===== src/rtl/cfg_bus_router.sv =====
// Localbus configuration router: decodes the address phase, strobes one of NUM_CH
// targets, returns its ack/data, and answers unmapped or silent targets with ERR_DATA.
module cfg_bus_router #(
    parameter int          NUM_CH    = 5,
    parameter int          SEL_LSB   = 16,
    parameter int          SEL_W     = 4,
    parameter int          LOCAL_BIT = 23,
    parameter int          TIMEOUT   = 1024,
    parameter logic [31:0] ERR_DATA  = 32'hDEAD_BEEF
) (
    input  logic                 clk,
    input  logic                 reset,
    input  logic                 localbus_cs_n,
    input  logic                 localbus_rd_wr,
    input  logic [31:0]          localbus_data,
    input  logic                 localbus_ale,
    output logic                 localbus_ack_n,
    output logic [31:0]          localbus_data_out,
    output logic [NUM_CH-1:0]    ch_ale,
    input  logic [NUM_CH-1:0]    ch_ack_n,
    input  logic [32*NUM_CH-1:0] ch_data_out,
    output logic                 err_pulse,
    output logic [15:0]          err_cnt
);

    localparam int TMR_W = (TIMEOUT > 1) ? $clog2(TIMEOUT) : 1;
    localparam logic [TMR_W-1:0] TMR_LAST = TMR_W'(TIMEOUT - 1);

    typedef enum logic [1:0] {IDLE, WAIT_ACK, WAIT_REL} state_t;

    state_t              state_q, state_d;
    logic [SEL_W-1:0]    sel_q, sel_d;
    logic [TMR_W-1:0]    timer_q, timer_d;
    logic                ack_n_q, ack_n_d;
    logic [31:0]         data_q, data_d;
    logic [NUM_CH-1:0]   ch_ale_q, ch_ale_d;
    logic                err_pulse_q, err_pulse_d;
    logic [15:0]         err_cnt_q, err_cnt_d;

    logic [SEL_W-1:0]    sel_in;
    logic                claim, mapped, err_done;
    logic                sel_ack_n;
    logic [31:0]         sel_data;

    // The direction bit is sampled by the targets themselves; only a few address bits route.
    logic unused_ok;
    assign unused_ok = ^{localbus_rd_wr, localbus_data};

    assign sel_in = localbus_data[SEL_LSB +: SEL_W];
    assign claim  = localbus_ale && !localbus_data[LOCAL_BIT];
    assign mapped = {1'b0, sel_in} < (SEL_W + 1)'(NUM_CH);

    // Explicit mux keeps selects beyond NUM_CH from indexing past the vectors.
    always_comb begin
        sel_ack_n = 1'b1;
        sel_data  = '0;
        for (int i = 0; i < NUM_CH; i++) begin
            if (sel_q == SEL_W'(i)) begin
                sel_ack_n = ch_ack_n[i];
                sel_data  = ch_data_out[32*i +: 32];
            end
        end
    end

    // NOTE: every combinational output gets a default first so no latch is inferred.
    always_comb begin
        state_d     = state_q;
        sel_d       = sel_q;
        timer_d     = timer_q;
        ack_n_d     = ack_n_q;
        data_d      = data_q;
        ch_ale_d    = '0;
        err_pulse_d = 1'b0;
        err_done    = 1'b0;
        unique case (state_q)
            IDLE: begin
                if (claim) begin
                    sel_d = sel_in;
                    if (mapped) begin
                        for (int i = 0; i < NUM_CH; i++) begin
                            ch_ale_d[i] = (sel_in == SEL_W'(i));
                        end
                        timer_d = '0;
                        state_d = WAIT_ACK;
                    end else begin
                        err_done = 1'b1;
                    end
                end
            end
            WAIT_ACK: begin
                if (!sel_ack_n) begin
                    ack_n_d = 1'b0;
                    data_d  = sel_data;
                    state_d = WAIT_REL;
                end else if (timer_q == TMR_LAST) begin
                    err_done = 1'b1;
                end else begin
                    timer_d = timer_q + 1'b1;
                end
            end
            WAIT_REL: begin
                if (localbus_cs_n) begin
                    ack_n_d = 1'b1;
                    state_d = IDLE;
                end
            end
            default: state_d = IDLE;
        endcase
        if (err_done) begin
            ack_n_d     = 1'b0;
            data_d      = ERR_DATA;
            err_pulse_d = 1'b1;
            state_d     = WAIT_REL;
        end
        err_cnt_d = (err_done && err_cnt_q != 16'hFFFF) ? err_cnt_q + 16'd1 : err_cnt_q;
    end

    // NOTE: state registers use non-blocking assignments so all update together at the edge.
    always_ff @(posedge clk) begin
        if (!reset) begin
            state_q     <= IDLE;
            sel_q       <= '0;
            timer_q     <= '0;
            ack_n_q     <= 1'b1;
            data_q      <= '0;
            ch_ale_q    <= '0;
            err_pulse_q <= 1'b0;
            err_cnt_q   <= '0;
        end else begin
            state_q     <= state_d;
            sel_q       <= sel_d;
            timer_q     <= timer_d;
            ack_n_q     <= ack_n_d;
            data_q      <= data_d;
            ch_ale_q    <= ch_ale_d;
            err_pulse_q <= err_pulse_d;
            err_cnt_q   <= err_cnt_d;
        end
    end

    assign localbus_ack_n    = ack_n_q;
    assign localbus_data_out = data_q;
    assign ch_ale            = ch_ale_q;
    assign err_pulse         = err_pulse_q;
    assign err_cnt           = err_cnt_q;

endmodule


===== config.mk =====
export PLATFORM = sky130hd
export DESIGN_NAME = cfg_bus_router
export DESIGN_NICKNAME = d
export VERILOG_FILES = /design/src/rtl/cfg_bus_router.sv
export SDC_FILE = /design/constraint.sdc
export NUM_CORES = 1
export LEC_CHECK = 0
export ABC_AREA = 1
export CAP_MARGIN = 20
export CORE_AREA = 2 2 115 117
export CTS_BUF_LIST = sky130_fd_sc_hd__clkbuf_4
export CTS_CLUSTER_SIZE = 14
export DETAILED_ROUTE_END_ITERATION = 10
export DIE_AREA = 0 0 117 119
export GPL_ROUTABILITY_DRIVEN = 0
export GPL_TIMING_DRIVEN = 0
export PLACE_DENSITY = 0.77
export SLEW_MARGIN = 20
export SYNTH_ARGS = -nofsm -noshare
export SYNTH_HDL_FRONTEND = slang
export SYNTH_SLANG_ARGS = --single-unit

===== constraint.sdc =====
create_clock -name clk -period 1.81 [get_ports clk]
set_clock_uncertainty 0.1 [all_clocks]
set_input_delay 0.2715 -clock clk [delete_from_list [all_inputs] [get_ports clk]]
set_output_delay 0.2715 -clock clk [all_outputs]
set_load 0.1 [all_outputs]

; After elaboration in Yosys (flattened, before gate mapping)
; Cells that the tools add are included.
[op_classes]
add_sub_neg = 2
magnitude_cmp = 1
eq_ne = 23
mux = 34
n_bitwise = 2
n_reduce_logical = 18
[ops]
columns = op, n
row1 = $mux W32, 8
row2 = $mux W10, 4
row3 = $pmux W10 S2, 1
row4 = $add A16 B1 Y16 const B, 1
row5 = $eq A4 B2 Y1 const B, 4
row6 = $ne A16 B16 Y1 const B, 1
row7 = $ne A2 B2 Y1 const B, 7
row8 = $mux W1, 13
row9 = $ne A3 B3 Y1 const B, 4
row10 = $reduce_and A4 Y1, 3
row11 = $add A10 B1 Y10 const B, 1
row12 = $eq A10 B10 Y1 const B, 1
row13 = $mux W2, 5
row14 = $eq A4 B1 Y1 const B, 2
row15 = $eq A4 B3 Y1 const B, 2
row16 = $logic_not A4 Y1, 2
row17 = $pmux W2 S3, 1
row18 = $reduce_and A2 Y1, 3
row19 = $reduce_and A5 Y1, 1
row20 = $lt A4 B3 Y1 const B, 1
row21 = $pmux W1 S2, 2
row22 = $reduce_bool A2 Y1, 2
row23 = $reduce_and A3 Y1, 1
row24 = $reduce_bool A3 Y1, 1
row25 = other kinds (7), 9
[word_totals]
register_bits = 71
input_bits = 202
word_cells = 90

; Longest topological paths before layout
; Gate-level depths: netlist (run 1).
[depth]
depth_word = 10
ltp_mapped = 14
mapped_depth_nobuf = 13

; Worst setup path before layout (run 1)
; Ideal clock, no wire load.
[synth_path]
kind = reg-to-reg
from = register err_cnt_q[0], in the netlist err_cnt[0]
to = register err_cnt_q[0], in the netlist err_cnt[0]
setup_ns = 0.119
arrival_time_ns = 2.411
required_ns = 1.591
setup_slack_ns = -0.821
path_stages_with_launch = 8
n_path_buf = 1
synth_period_minus_slack_ns = 2.631
path_cell_list = dfxtp_1 -> ha_1 -> nand3_1 -> nor2_1 -> nand4_1 -> clkbuf_1 -> a21oi_1 -> nor2_1
[synth_between]
elab_chain_cells = 2
[synth_lines]
columns = element, line_no
row1 = start: declaration, 38  ; logic [15:0] err_cnt_q, err_cnt_d;
row2 = start signal: assignment, 137  ; err_cnt_q <= err_cnt_d;
row3 = "parallel branches: the longest is 2 deep, another holds $add A16 B1 Y16", -
; Parallel ways; which one is timed is not known.
; A chain may end at the register's enable or synchronous reset.

; Worst setup path in the final report (run 1)
[layout_path]
from = register err_cnt_q[0], in the netlist err_cnt[0]
to = register err_cnt_q[2], in the netlist err_cnt[2]
; Same word-level chain as after synthesis.

==> results of run 1 <==
-- critical path: cells and delay by family, from the launching register on --
family | cells | cell delay (ns)
and+or+nand+nor | 4 | 0.61
DFF | 1 | 0.41
buffers and inverters | 2 | 0.40
adders and majority gates | 1 | 0.15
AOI/OAI and AO/OA | 1 | 0.05
-- cells in the mapped netlist --
cell type                  count
sky130_fd_sc_hd__a21oi_1      39
sky130_fd_sc_hd__a31oi_1       1
sky130_fd_sc_hd__and3_1        1
sky130_fd_sc_hd__buf_2        12
sky130_fd_sc_hd__buf_4         4
sky130_fd_sc_hd__buf_6         2
sky130_fd_sc_hd__clkbuf_1     18
sky130_fd_sc_hd__clkinv_1      1
sky130_fd_sc_hd__dfxtp_1      71
sky130_fd_sc_hd__ha_1          2
sky130_fd_sc_hd__inv_1        57
sky130_fd_sc_hd__inv_2         2
sky130_fd_sc_hd__nand2_1     256
sky130_fd_sc_hd__nand2_2       5
sky130_fd_sc_hd__nand3_1      32
sky130_fd_sc_hd__nand3_2       1
sky130_fd_sc_hd__nand3b_1      1
sky130_fd_sc_hd__nand4_1      38
sky130_fd_sc_hd__nor2_1       93
sky130_fd_sc_hd__nor2_2        1
sky130_fd_sc_hd__nor2_4        1
sky130_fd_sc_hd__nor3_1        7
sky130_fd_sc_hd__nor3b_1       2
sky130_fd_sc_hd__nor4_1        5
sky130_fd_sc_hd__o211ai_1     24
sky130_fd_sc_hd__o21ai_0      14
sky130_fd_sc_hd__or2_2         1
sky130_fd_sc_hd__xnor2_1       9
sky130_fd_sc_hd__xor2_1       10
-- routing by layer --
layer	routed length, um	track usage, %
met5	0	0
met4	606	9.412
met3	1250	5.344
met2	8718	41.15
met1	6911	29.24
-- layout make-up --
class | count | area [um^2] | share of cell area, %
plain buffers | 33 | 262.8 | 3.313
clock buffers | 10 | 75.07 | 0.9467
clock inverters | 6 | 62.56 | 0.7889
inverters | 60 | 242.7 | 3.061
multi-input cells | 544 | 2937 | 37.03
flip-flops and latches | 71 | 1480 | 18.67
well taps | 176 | 220.2 | 2.777
repair buffers | 263 | 2650 | 33.42
-- registers in the layout (all words and copies together), names as in the netlist --
name,flops
ch_ale,5
err_cnt,16
err_pulse,1
localbus_ack_n,1
localbus_data_out,32
sel_q,4
state_q,2
timer_q,10
-- kinds of logic (layout without fill, tap and decap cells) --
logic type               after synthesis  count (layout)
AND/OR/NAND/NOR                      444             445
buffers and inverters                 96             372
AO/OA/AOI/OAI                         78              78
adder cells (fa/ha/maj)                2               2
XOR/XNOR                              19              19
flip-flops                            71              71
-- path summary, 6_finish.rpt --
kind,from,end,cells after the start
max,err_cnt[0],err_cnt[2],8
min,reset,sel_q[2],3
max reg2reg,err_cnt[0],err_cnt[2],8
min reg2reg,localbus_data_out[8],localbus_data_out[8],2
-- power groups by stage --
stage / Combinational (mW) / Sequential, mW / Clock, mW
after floorplan: 0.535 / 2.29 / 0
after global placement: 1.82 / 1.74 / 0
after detailed placement: 1.83 / 1.74 / 0
after CTS: 1.92 / 1.71 / 1.07
after global routing: 2.18 / 1.72 / 1.14
final: 2.05 / 1.71 / 1.04
-- metrics by stage --
stage	std cells	TNS [ns]	util [%]	instance area, um^2
2_1_floorplan	710	-0.6538	-	4415
6_report	1163	-0.2805	61.59	7930
4_1_cts	1141	-0.01071	57.98	7465
3_3_place_gp	1113	-22.97	53.65	6908
5_1_grt	1163	-4.556	61.59	7930
3_5_place_dp	1113	-21.96	53.65	6908
-- repair_timing --
item                       in CTS  in global routing
buffers inserted               12                 18
setup endpoints to repair     117                 74
gates resized for setup       233                117
pin swaps                       5                 42
cloned                          3                  4
==> summary.md, run 1 <==
• layout cells sized above 1: 24.52%
• number of buffers inserted during clock tree synthesis: 9
• Root Buffer: sky130_fd_sc_hd__clkbuf_4
• worst setup path class: reg -> reg
• Top-Level Pins: 257
• sequential element share of the synthesized area: 32.77%
• count of nets after finishing: 1186
• core area: 0.01287 mm^2
• overall die area: 0.01392 mm^2
• unrepaired setup endpoints after global routing: yes
• vias per cell: 4.906
• power share of the sequential group: 35.7%
• number of instances in the synthesized netlist: 710
• maximum number of pins on one net before global-route repair: 14
• synth-to-layout area growth: 82.81%
• simple-gate portion of the synthesized area: 43.06%
• half-perimeter wire length of the detailed placement result: 12600 um
• wire length per cell: 15.04 um
• main combinational cell family by area after synthesis: simple AND/OR/NAND/NOR gates
• post-synthesis xor/xnor area fraction: 3.836%
• Power Dens Cells: 605.0 mW/mm^2
• most frequent standard cell in the layout excluding fill and tap cells: sky130_fd_sc_hd__nand2_1
• final slew viol count: 0
• run status: finished, violations left
• FMAX: 535.6 MHz
• Worst path slowest cell: sky130_fd_sc_hd__dfxtp_4
• chip height: 119 um
• leading cell types by total area after synthesis: sky130_fd_sc_hd__dfxtp_1, sky130_fd_sc_hd__nand2_1, sky130_fd_sc_hd__nor2_1
• DRT Wirelength: 17490 um
• Synth Net Count: 914
• slack of the worst reg-to-reg path: -0.06 ns
• internal power: 2.860 mW
• post-layout worst setup margin: -0.05700 ns
• wire length of the first global-routing pass: 26500 um
• share of the synthesized area in compound gates (AO/OA/AOI/OAI): 10.41%
• highest ir drop seen on vdd: 0.3333 mV
• number of antenna violations at the first check in global routing: 0
• kind of end point of the critical path: flip-flop
• CTS H-Tree Depth: 3
• mux cell area share after synthesis: 0%
• min Tclk post-route: 1.867 ns
• FF+latch count, synth: 71
• critical path's largest stage delay: 0.41 ns
• violated checks: negative setup slack
• mean cell area of the mapped netlist: 6.110 um^2
• element type at the critical path start: flip-flop
• maximum count of clock buffers along a single path: 2
• grt total ovfl: 0
• worst slew pin tran: 0.6456 ns
• detailed-routing iteration count for the pre-antenna-repair pass: 6
• Hold Worst Slack: 0.2895 ns
• remaining antenna violation count after routing: 0
• total power after layout: 4.797 mW
• sequence of cells on the critical path: ha_4 -> nand3_2 -> nor2_4 -> nand4_1 -> buf_4 -> buf_4 -> nand3_2 -> a21oi_2
• number of buffers inserted by hold repair at cts: 0
• Worst slew margin: 56.96%
• static power due to leakage: 3.156 nW
• global-route usage over all layers: 24.16%
• net load switching power: 1.937 mW
• # port buffers: 227
• number of DRC markers in iteration 0: 410
• top cell type by total area after synthesis: sky130_fd_sc_hd__dfxtp_1
• critical path data required time: 1.99 ns
• Gate power share: 42.7%
• cell area after synthesis: 0.004338 mm^2
• number of maximum-capacitance constraint violations: 0
• clock latency of the later-clocked register in the worst-skew pair: 0.43 ns
• clock group share of total power: 21.6%
• detailed-route DRC error count: 0
• Die W: 117 um
• path type of the worst min-delay path: in -> reg
• effective utilization at floorplan: 33.69%
• share of the clock period used by the worst path after layout: 103.1%
• number of global-route vias before repair: 5449
• worst slack at placement: -0.3978 ns
• distinct cell type count of the synthesized netlist: 29
• top library cells by usage in the layout, fill and taps aside: sky130_fd_sc_hd__nand2_1, sky130_fd_sc_hd__clkdlybuf4s50_1, sky130_fd_sc_hd__nor2_1
• Cell Rows: 42
• sw frac: 40.38%
• Worst-path clk slew: 0.15 ns
• Synth top area share: 32.77%
• maximum net fanout on the critical path: 4
• number of filler instances in the final layout: 1134
• antenna diode instance count: 0
• # clock sinks: 71
• arrival time of the worst setup path: 2.04 ns
• final number of setup-violating endpoints: 15
• fraction of the mapped netlist area in adder cells: 0.5769%
• count of vias placed by the detailed router: 5706
• Fin. Hold Viols: 0
• warning count from the yosys run: 0
• CTS tree: yes
Power figures use the tool's default switching activity.
==> run 2, diff against run 1 <==
- PLACE_DENSITY: 0.77 -> 0.86
==> run 2 against run 1 <==
Effect of this change: the flow still finishes with violations (negative setup slack); sequential power about the same; wire length up 4.3%; cell count down 0.69%; combinational power about the same; first-iteration DRC count down 8.3%; flip-flop and latch count unchanged.
==> summary.md, run 2 (synthesis gave the netlist of run 1 again) <==
• met1 capacity usage during global routing: 30.59%
• number of buffers inserted by hold repair at cts: 0
• detailed-routing iteration count for the pre-antenna-repair pass: 9
• half-perimeter wire length of the detailed placement result: 12540 um
• run status: finished, violations left
• layout cells sized above 1: 22.09%
• maximum number of pins on one net before global-route repair: 13
• synth-to-layout area growth: 79.06%
• static power due to leakage: 3.095 nW
• placed cell count: 1113
• global-route usage over all layers: 25.29%
• min Tclk post-route: 1.956 ns
• unrepaired setup endpoints after global routing: yes
• clock latency of the later-clocked register in the worst-skew pair: 0.42 ns
• kind of end point of the critical path: flip-flop
• arrival time of the worst setup path: 2.20 ns
• overall die area: 0.01392 mm^2
• FMAX: 511.2 MHz
• worst setup path class: reg -> reg
• critical path data required time: 2.05 ns
• # clock sinks: 71
• flip-flop count of the largest register after layout: 32
• Cell Rows: 42
• number of global-route vias before repair: 5465
• chip height: 119 um
• number of cells on the worst hold path: 3
• global-route met2 utilization: 43.86%
• element type at the critical path start: flip-flop
• # port buffers: 227
• CTS tree: yes
• met3 usage in global routing: 5.191%
• number of DRC markers in iteration 0: 376
• maximum count of clock buffers along a single path: 2
• effective utilization at floorplan: 33.69%
• number of antenna violations at the first check in global routing: 1
• design area: 0.007767 mm^2
• top library cells by usage in the layout, fill and taps aside: sky130_fd_sc_hd__nand2_1, sky130_fd_sc_hd__clkdlybuf4s50_1, sky130_fd_sc_hd__nor2_1
• count of placed standard cells in the final layout, fillers left out: 1155
• Fin. Hold Viols: 0
• number of buffers inserted during clock tree synthesis: 9
• remaining antenna violation count after routing: 0
• vias per cell: 4.999
• Top-Level Pins: 257
• CTS H-Tree Depth: 3
• gr busiest metal: met2
• worst slack at placement: -0.4385 ns
• DRT Wirelength: 18240 um
• Post-Place Cell Area: 0.006908 mm^2
• highest ir drop seen on vdd: 0.3541 mV
• share of the clock period used by the worst path after layout: 108.1%
• violated checks: negative setup slack
• grt total ovfl: 0
• worst slew pin tran: 0.6949 ns
• detailed-route DRC error count: 0
• wire length per cell: 15.79 um
• core area: 0.01287 mm^2
• Root Buffer: sky130_fd_sc_hd__clkbuf_4
• Worst slew margin: 53.67%
• Power Dens Cells: 596.6 mW/mm^2
• post-layout worst setup margin: -0.1462 ns
• number of maximum-capacitance constraint violations: 0
• most frequent standard cell in the layout excluding fill and tap cells: sky130_fd_sc_hd__nand2_1
• maximum net fanout on the critical path: 5
• Hold Worst Slack: 0.3185 ns
• depth of the most critical reg-to-reg path: 12
• wire length of the first global-routing pass: 27240 um
• final slew viol count: 0
• count of nets after finishing: 1178
• Worst-path clk slew: 0.12 ns
• path type of the worst min-delay path: in -> reg
• Die W: 117 um
• final number of setup-violating endpoints: 52
• count of vias placed by the detailed router: 5774
run 2: cell type report:
class | instances | area [um^2]
tap | 176 | 220.2
clock buffer | 10 | 75.07
inverter | 60 | 232.7
sequential | 71 | 1479
buffer | 33 | 270.3
timing repair buffer | 255 | 2623
fill | 1131 | 5107
antenna | 1 | 2.502
multi-input combinational | 544 | 2839
clock inverter | 5 | 26.28
run 2: path summary, 6_finish.rpt:
kind	from	endpoint	slack (ns)
worst max-delay path	sel_q[3]	err_cnt[10]	-0.15
worst min-delay path	reset	sel_q[0]	0.32
worst min register to register	localbus_data_out[24]	localbus_data_out[24]	0.37
worst max register to register	sel_q[3]	err_cnt[10]	-0.15
run 2: worst max-delay path, cell delays in order (launching register included):
cell	delay [ns]
sky130_fd_sc_hd__dfxtp_2	0.36
sky130_fd_sc_hd__inv_2	0.09
sky130_fd_sc_hd__buf_4	0.13
sky130_fd_sc_hd__buf_4	0.11
sky130_fd_sc_hd__nand4_1	0.19
sky130_fd_sc_hd__nand2_4	0.15
sky130_fd_sc_hd__nand2_4	0.06
sky130_fd_sc_hd__nand2_4	0.08
sky130_fd_sc_hd__buf_6	0.13
sky130_fd_sc_hd__buf_12	0.11
sky130_fd_sc_hd__buf_8	0.12
sky130_fd_sc_hd__nand3_2	0.09
sky130_fd_sc_hd__a21oi_2	0.16
run 2: timing repair:
item,CTS,global route
endpoints found under the hold margin,0,0
pin swaps,22,11
resized for setup,251,57
cloned,3,2
endpoints found under the setup margin,117,70
buffers inserted,20,4
run 2: metal layers:
layer	routed length, um	vias to the layer above
li1	-	2825
met5	0	-
met3	1240	52
met2	9220	303
met1	7179	2594
met4	601	0
run 2: power by group:
group | internal [mW] | total, mW | switching [mW] | leakage (nW)
combinational | 0.794 | 2.05 | 1.25 | 2.44
sequential | 1.64 | 1.72 | 0.0716 | 0.592
clock | 0.279 | 0.870 | 0.591 | 0.0595
total | 2.72 | 4.63 | 1.92 | 3.10
run 2: through the flow:
step           power [mW]  setup TNS [ns]  util, %
2_1_floorplan       2.822         -0.6538        -
3_3_place_gp        3.547          -24.61    53.65
3_5_place_dp        3.562          -23.88    53.65
4_1_cts             4.556         -0.3776    59.12
5_1_grt             4.834          -8.248    60.33
6_report            4.634          -3.646    60.33
==> run 3, diff against run 2 <==
- CAP_MARGIN: 20 -> default
==> results of run 3 <==
Final layout, timing and power as in run 2 (identical DEF).
==> RTL edit 1, RTL diff (settings of run 3) <==
Take the reset off `data_q` and load it in a clocked block of its own.
--- a/src/rtl/cfg_bus_router.sv
+++ b/src/rtl/cfg_bus_router.sv
@@ -124,3 +124,2 @@
             ack_n_q     <= 1'b1;
-            data_q      <= '0;
             ch_ale_q    <= '0;
@@ -133,3 +132,2 @@
             ack_n_q     <= ack_n_d;
-            data_q      <= data_d;
             ch_ale_q    <= ch_ale_d;
@@ -138,2 +136,6 @@
         end
+    end
+
+    always_ff @(posedge clk) begin
+        data_q <= data_d;
     end
Check against the original RTL: not equivalent (a bounded check fails within 4 cycles, from zero or initial values and one cycle with reset low).
==> RTL edit 1 against run 3 <==
- the flow still finishes with violations (negative setup slack)
- routed wire length grew 2.6%
- cell count down 1.6%
- worst hold slack worse by 0.15 ns
- sequential cell count unchanged
- die area unchanged
- worst setup slack better by 0.0062 ns
- sequential share of layout area decreased by 0.40 points
- synthesized area is 2.0% lower
- critical path depth is 1 lower
- final area increased by 1.7%
- total power grew 37%
- largest power group unchanged
- highest routed layer unchanged
==> RTL edit 1: results (changes against run 3) <==
pre_cts_ws_ns: -0.497  # -0.0582 ns
cp_max_fo: 6  # +1
clockBufferDepth: 2  # unchanged
met3WireLength_mm: 1.49  # +20%
grt_pass1_wl_mm: 26.4  # -3.1%
nFillCells: 1079  # -4.6%
seq_area_frac_synth: 0.334  # +0.00665
wl_met1_mm: 6.80  # -5.3%
final.setup.tns_ns: -1.23  # +2.42 ns
yosys-top-cells-count: "nand2_1, nand3_1, dfxtp_1"
avgSynthCellArea_sq_um: 6.23  # +2.0%
fin_ws_ns: -0.140  # +0.00620 ns
synth.area.top_cells: "dfxtp_1, nand2_1, nand3_1"
ir_drop_v: 0.000559  # +58%
htreeDepth: 3  # unchanged
async_flop_share: 0  # unchanged
grt_max_degree: 15  # +2
comb-power_mw: 3.39  # +65%
yosysWarnings: 0  # unchanged
seqCellArea_sq_um: 1470  # -0.42%
p_int_mw: 3.26  # +20%
use_met3: 0.0534  # +0.00153
powerSeq_mw: 1.92  # +12%
crit_arrival_ns: 2.19
num_vias: 5822  # +0.83%
powerDensity_nw_per_um2: 803  # +35%
synth_nets: 886  # -3.1%
violations: "negative setup slack"
dr.pass1.iters: 5  # -4
drive_gt1_frac: 0.264  # +0.0434
grt.total_usage: 0.244  # -0.00867
hpwl_mm: 12.8  # +2.0%
diodes: 0  # -1
largest_reg_flops: 32  # unchanged
clkLatencyLatePin_ns: 0.45  # +0.03 ns
worst_pin_slew_ns: 0.628  # -0.0672 ns
path_clk_slew_ns: 0.12  # about the same
final_nets: 1160  # -1.5%
use_met1: 0.277  # -0.0293
finalWirelength_mm: 18.7  # +2.6%
grt_pass1_vias: 5415  # -0.91%
portBuffers: 227  # unchanged
status: "finished with violations"
placedInstanceArea_sq_um: 6790  # -1.7%
viasPerCell: 5.12  # +2.4%
netlist-cell-type-count: 31  # +6.9%
wl_met2_mm: 9.52  # +3.2%
cts_root_buf: "clkbuf_4"
antenna_found_initial: 0  # -1
power_leakage_nw: 3.23  # +4.2%
setup_viol: 20  # -62%
met2_usage: 0.415  # -0.0235
drt-initial-drc-count: 348  # -7.4%
## RTL edit 1: cell count changes in the layout (fill, tap and decap cells not counted), sizes merged, moves of 3 or more
cell,run 3,this run
nand4,38,35
nor2,95,72
clkbuf,26,31
buf,47,57
nand3,33,79
o211ai,24,1
inv,59,54
nand2,262,221
o21ai,14,36
clkdlybuf4s15,47,43
## RTL edit 1: final timing paths
path	from	endpoint	slack (ns)	cells past startpoint
max reg2reg	err_cnt[1]$_SDFFE_PN0P_	err_cnt[0]$_SDFFE_PN0P_	-0.14	11
max	err_cnt[1]$_SDFFE_PN0P_	err_cnt[0]$_SDFFE_PN0P_	-0.14	11
min reg2reg	localbus_data_out[29]$_SDFFE_PP0P_	localbus_data_out[29]$_SDFFE_PP0P_	0.38	2
min	reset	localbus_ack_n$_SDFFE_PN1P_	0.17	2
## RTL edit 1: kinds of logic after synthesis
group	synth area share
compound gates	0.0956
fa+ha+maj	0.00588
simple gates	0.435
buf+inv	0.0883
xor+xnor	0.0412
flops	0.334
## RTL edit 1: cell type report
| class | instances | area share |
|---|---|---|
| buffer | 32 | 0.0334 |
| clock inverter | 5 | 0.00618 |
| tap | 176 | 0.0279 |
| timing repair buffer | 264 | 0.341 |
| clock buffer | 11 | 0.0105 |
| multi-input combinational | 523 | 0.364 |
| sequential | 71 | 0.186 |
| inverter | 55 | 0.0304 |
## RTL edit 1: critical path, cell delays in order (launching register included)
cell      delay, ns
dfxtp_4        0.39
ha_4           0.16
nand2_4        0.06
inv_2          0.07
nand2_2        0.07
nor2_4         0.13
nand3_4        0.10
nor2_4         0.13
nand3b_4       0.20
buf_8          0.20
a21oi_1        0.17
nor2_1         0.07
## RTL edit 1: repair_timing
item	4_1_cts	5_1_grt
cloned	2	4
gates resized for setup	257	119
setup buffers	20	15
setup endpoints to repair	117	69
pin swaps	17	34
==> RTL edit 2, RTL diff (settings of run 3) <==
Without the edit above. Change the parameter `ERR_DATA` from 32'hDEAD_BEEF to 32'h80000000.
--- a/src/rtl/cfg_bus_router.sv
+++ b/src/rtl/cfg_bus_router.sv
@@ -8,3 +8,3 @@
     parameter int          TIMEOUT   = 1024,
-    parameter logic [31:0] ERR_DATA  = 32'hDEAD_BEEF
+    parameter logic [31:0] ERR_DATA  = 32'h80000000
 ) (
Check against the original RTL: not equivalent (a bounded check fails within 4 cycles, from zero or initial values and one cycle with reset low).
==> RTL edit 2 against run 3 <==
- the run still ends with negative setup slack left
- total power is 5.4% lower
- sequential cell count stayed put
- synthesized area hardly changed
- final area is 0.52% higher
- largest power group is now registers
- routed wire length is 12% higher
- first-iteration DRC count is 59% higher
- worst setup slack better by 0.034 ns
- critical endpoint is now err_cnt[11]$_SDFFE_PN0P_
- count of clock-buffer cells in the layout is 1 lower
==> RTL edit 2: results (changes against run 3) <==
ir_drop_v: 0.000296  # -16%
violations: "negative setup slack"
nFillCells: 1133  # +0.18%
setup_viol: 21  # -60%
netlist-cell-type-count: 31  # +6.9%
power_leakage_nw: 2.94  # -5.1%
grt.total_usage: 0.278  # +0.0247
cts_root_buf: "clkbuf_4"
async_flop_share: 0  # unchanged
final.setup.tns_ns: -1.25  # +2.40 ns
hpwl_mm: 14.5  # +15%
drt-initial-drc-count: 596  # +59%
total_power_mw: 4.38  # -5.4%
seq_area_frac_synth: 0.327  # about the same
synthCells: 664  # -6.5%
multi_input_area_share: 0.373  # +0.00758
ys.flop_type: "dfxtp_1"
nNonClkInverters: 34  # -43%
antenna_found_initial: 0  # -1
portBuffers: 227  # unchanged
nNonClkBuffers: 307  # +6.6%
synth_nets: 868  # -5.0%
drive_gt1_frac: 0.250  # +0.0291
synthesis.area_sq_um: 4340  # about the same
final_nets: 1139  # -3.3%
placedInstanceArea_sq_um: 6920  # +0.24%
yosys_register_bits: 71  # unchanged
clk_share: 0.0208  # +0.00779
combPwrFrac: 0.348  # -0.094
htreeDepth: 3  # unchanged
clkLatencyLatePin_ns: 0.45  # +0.03 ns
hp-class: "in2reg"
startpoint: "timer_q[4]$_SDFFE_PN0P_"
diodes: 0  # -1
clockBufferDepth: 2  # unchanged
yosysWarnings: 0  # unchanged
crit_arrival_ns: 2.12  # -0.08 ns
clockPowerShare: 0.279  # +0.091
cp_max_fo: 7  # +2
fin_ws_ns: -0.112  # +0.0340 ns
finalWirelength_mm: 20.5  # +12%
grt_max_degree: 14  # +1
path_clk_slew_ns: 0.13
status: "finished with violations"
post_drt_wl_per_cell_um: 18.3  # +16%
num_vias: 6244  # +8.1%
dr.pass1.iters: 6  # -3
switching_share: 0.354  # -0.0600
area_share_nonclk_buffers: 0.371  # -0.00111
seqCellArea_sq_um: 1480  # about the same
synth.area.top_cells: "dfxtp_1, nand3_1, nand2_1"
grt_pass1_wl_mm: 29.8  # +9.4%
largest_reg_flops: 32  # unchanged
max_slew_margin: 0.522  # -0.0152
multi_input_comb_cells: 512  # -5.9%
yosys-top-cells-count: "nand2_1, nand3_1, dfxtp_1"
grt_pass1_vias: 5898  # +7.9%
hold_start: "reset"
powerDensity_nw_per_um2: 561  # -5.9%
pre_cts_ws_ns: -0.546  # -0.108 ns
==> RTL edit 2: cell count changes in the layout (fill, tap and decap cells not counted), moves of 27 or more <==
cell	change
nand3_1	+86
nand4_1	+27
a21oi_1	+33
nand2_1	-145
o21ai_1	+27
nor2_1	-37
==> RTL edit 2: timing repair <==
item / 4_1_cts / 5_1_grt
setup endpoints to repair: 116 / 87
pin swaps: 10 / 20
gates resized for setup: 237 / 143
gates cloned: 5 / 1
setup buffers: 14 / 16
==> RTL edit 2: path summary, 6_finish.rpt <==
kind	to	slack [ns]	depth (start not counted)
max	err_cnt[11]$_SDFFE_PN0P_	-0.11	11
min	localbus_ack_n$_SDFFE_PN1P_	0.25	2
max reg2reg	err_cnt[11]$_SDFFE_PN0P_	-0.11	11
min reg2reg	localbus_data_out[1]$_SDFFE_PP0P_	0.37	2
==> RTL edit 2: cells by family after synthesis <==
kind of cell             Yosys count  share of synthesized area
adder cells (fa/ha/maj)            2                    0.00576
AO/OA/AOI/OAI                    105                      0.122
AND/OR/NAND/NOR                  385                      0.427
XOR/XNOR                          20                     0.0403
flip-flops                        71                      0.327
buffers and inverters             81                     0.0781
==> RTL edit 2: worst max-delay path, cell delays in order (launching register included) <==
cell and delay, ns:
dfxtp_1 0.42, nand2_1 0.15, inv_2 0.11, nand3_4 0.10
nor3_4 0.13, nand4_2 0.14, nand2_2 0.14, buf_8 0.16
nand2_8 0.07, buf_8 0.15, nand2_1 0.06, a21oi_1 0.05
==> RTL edit 2: layer usage <==
layer | track usage | wire, um
met3 | 0.0743 | 1880
met1 | 0.312 | 7190
met5 | 0 | 0
met2 | 0.475 | 10100
met4 | 0.143 | 1270
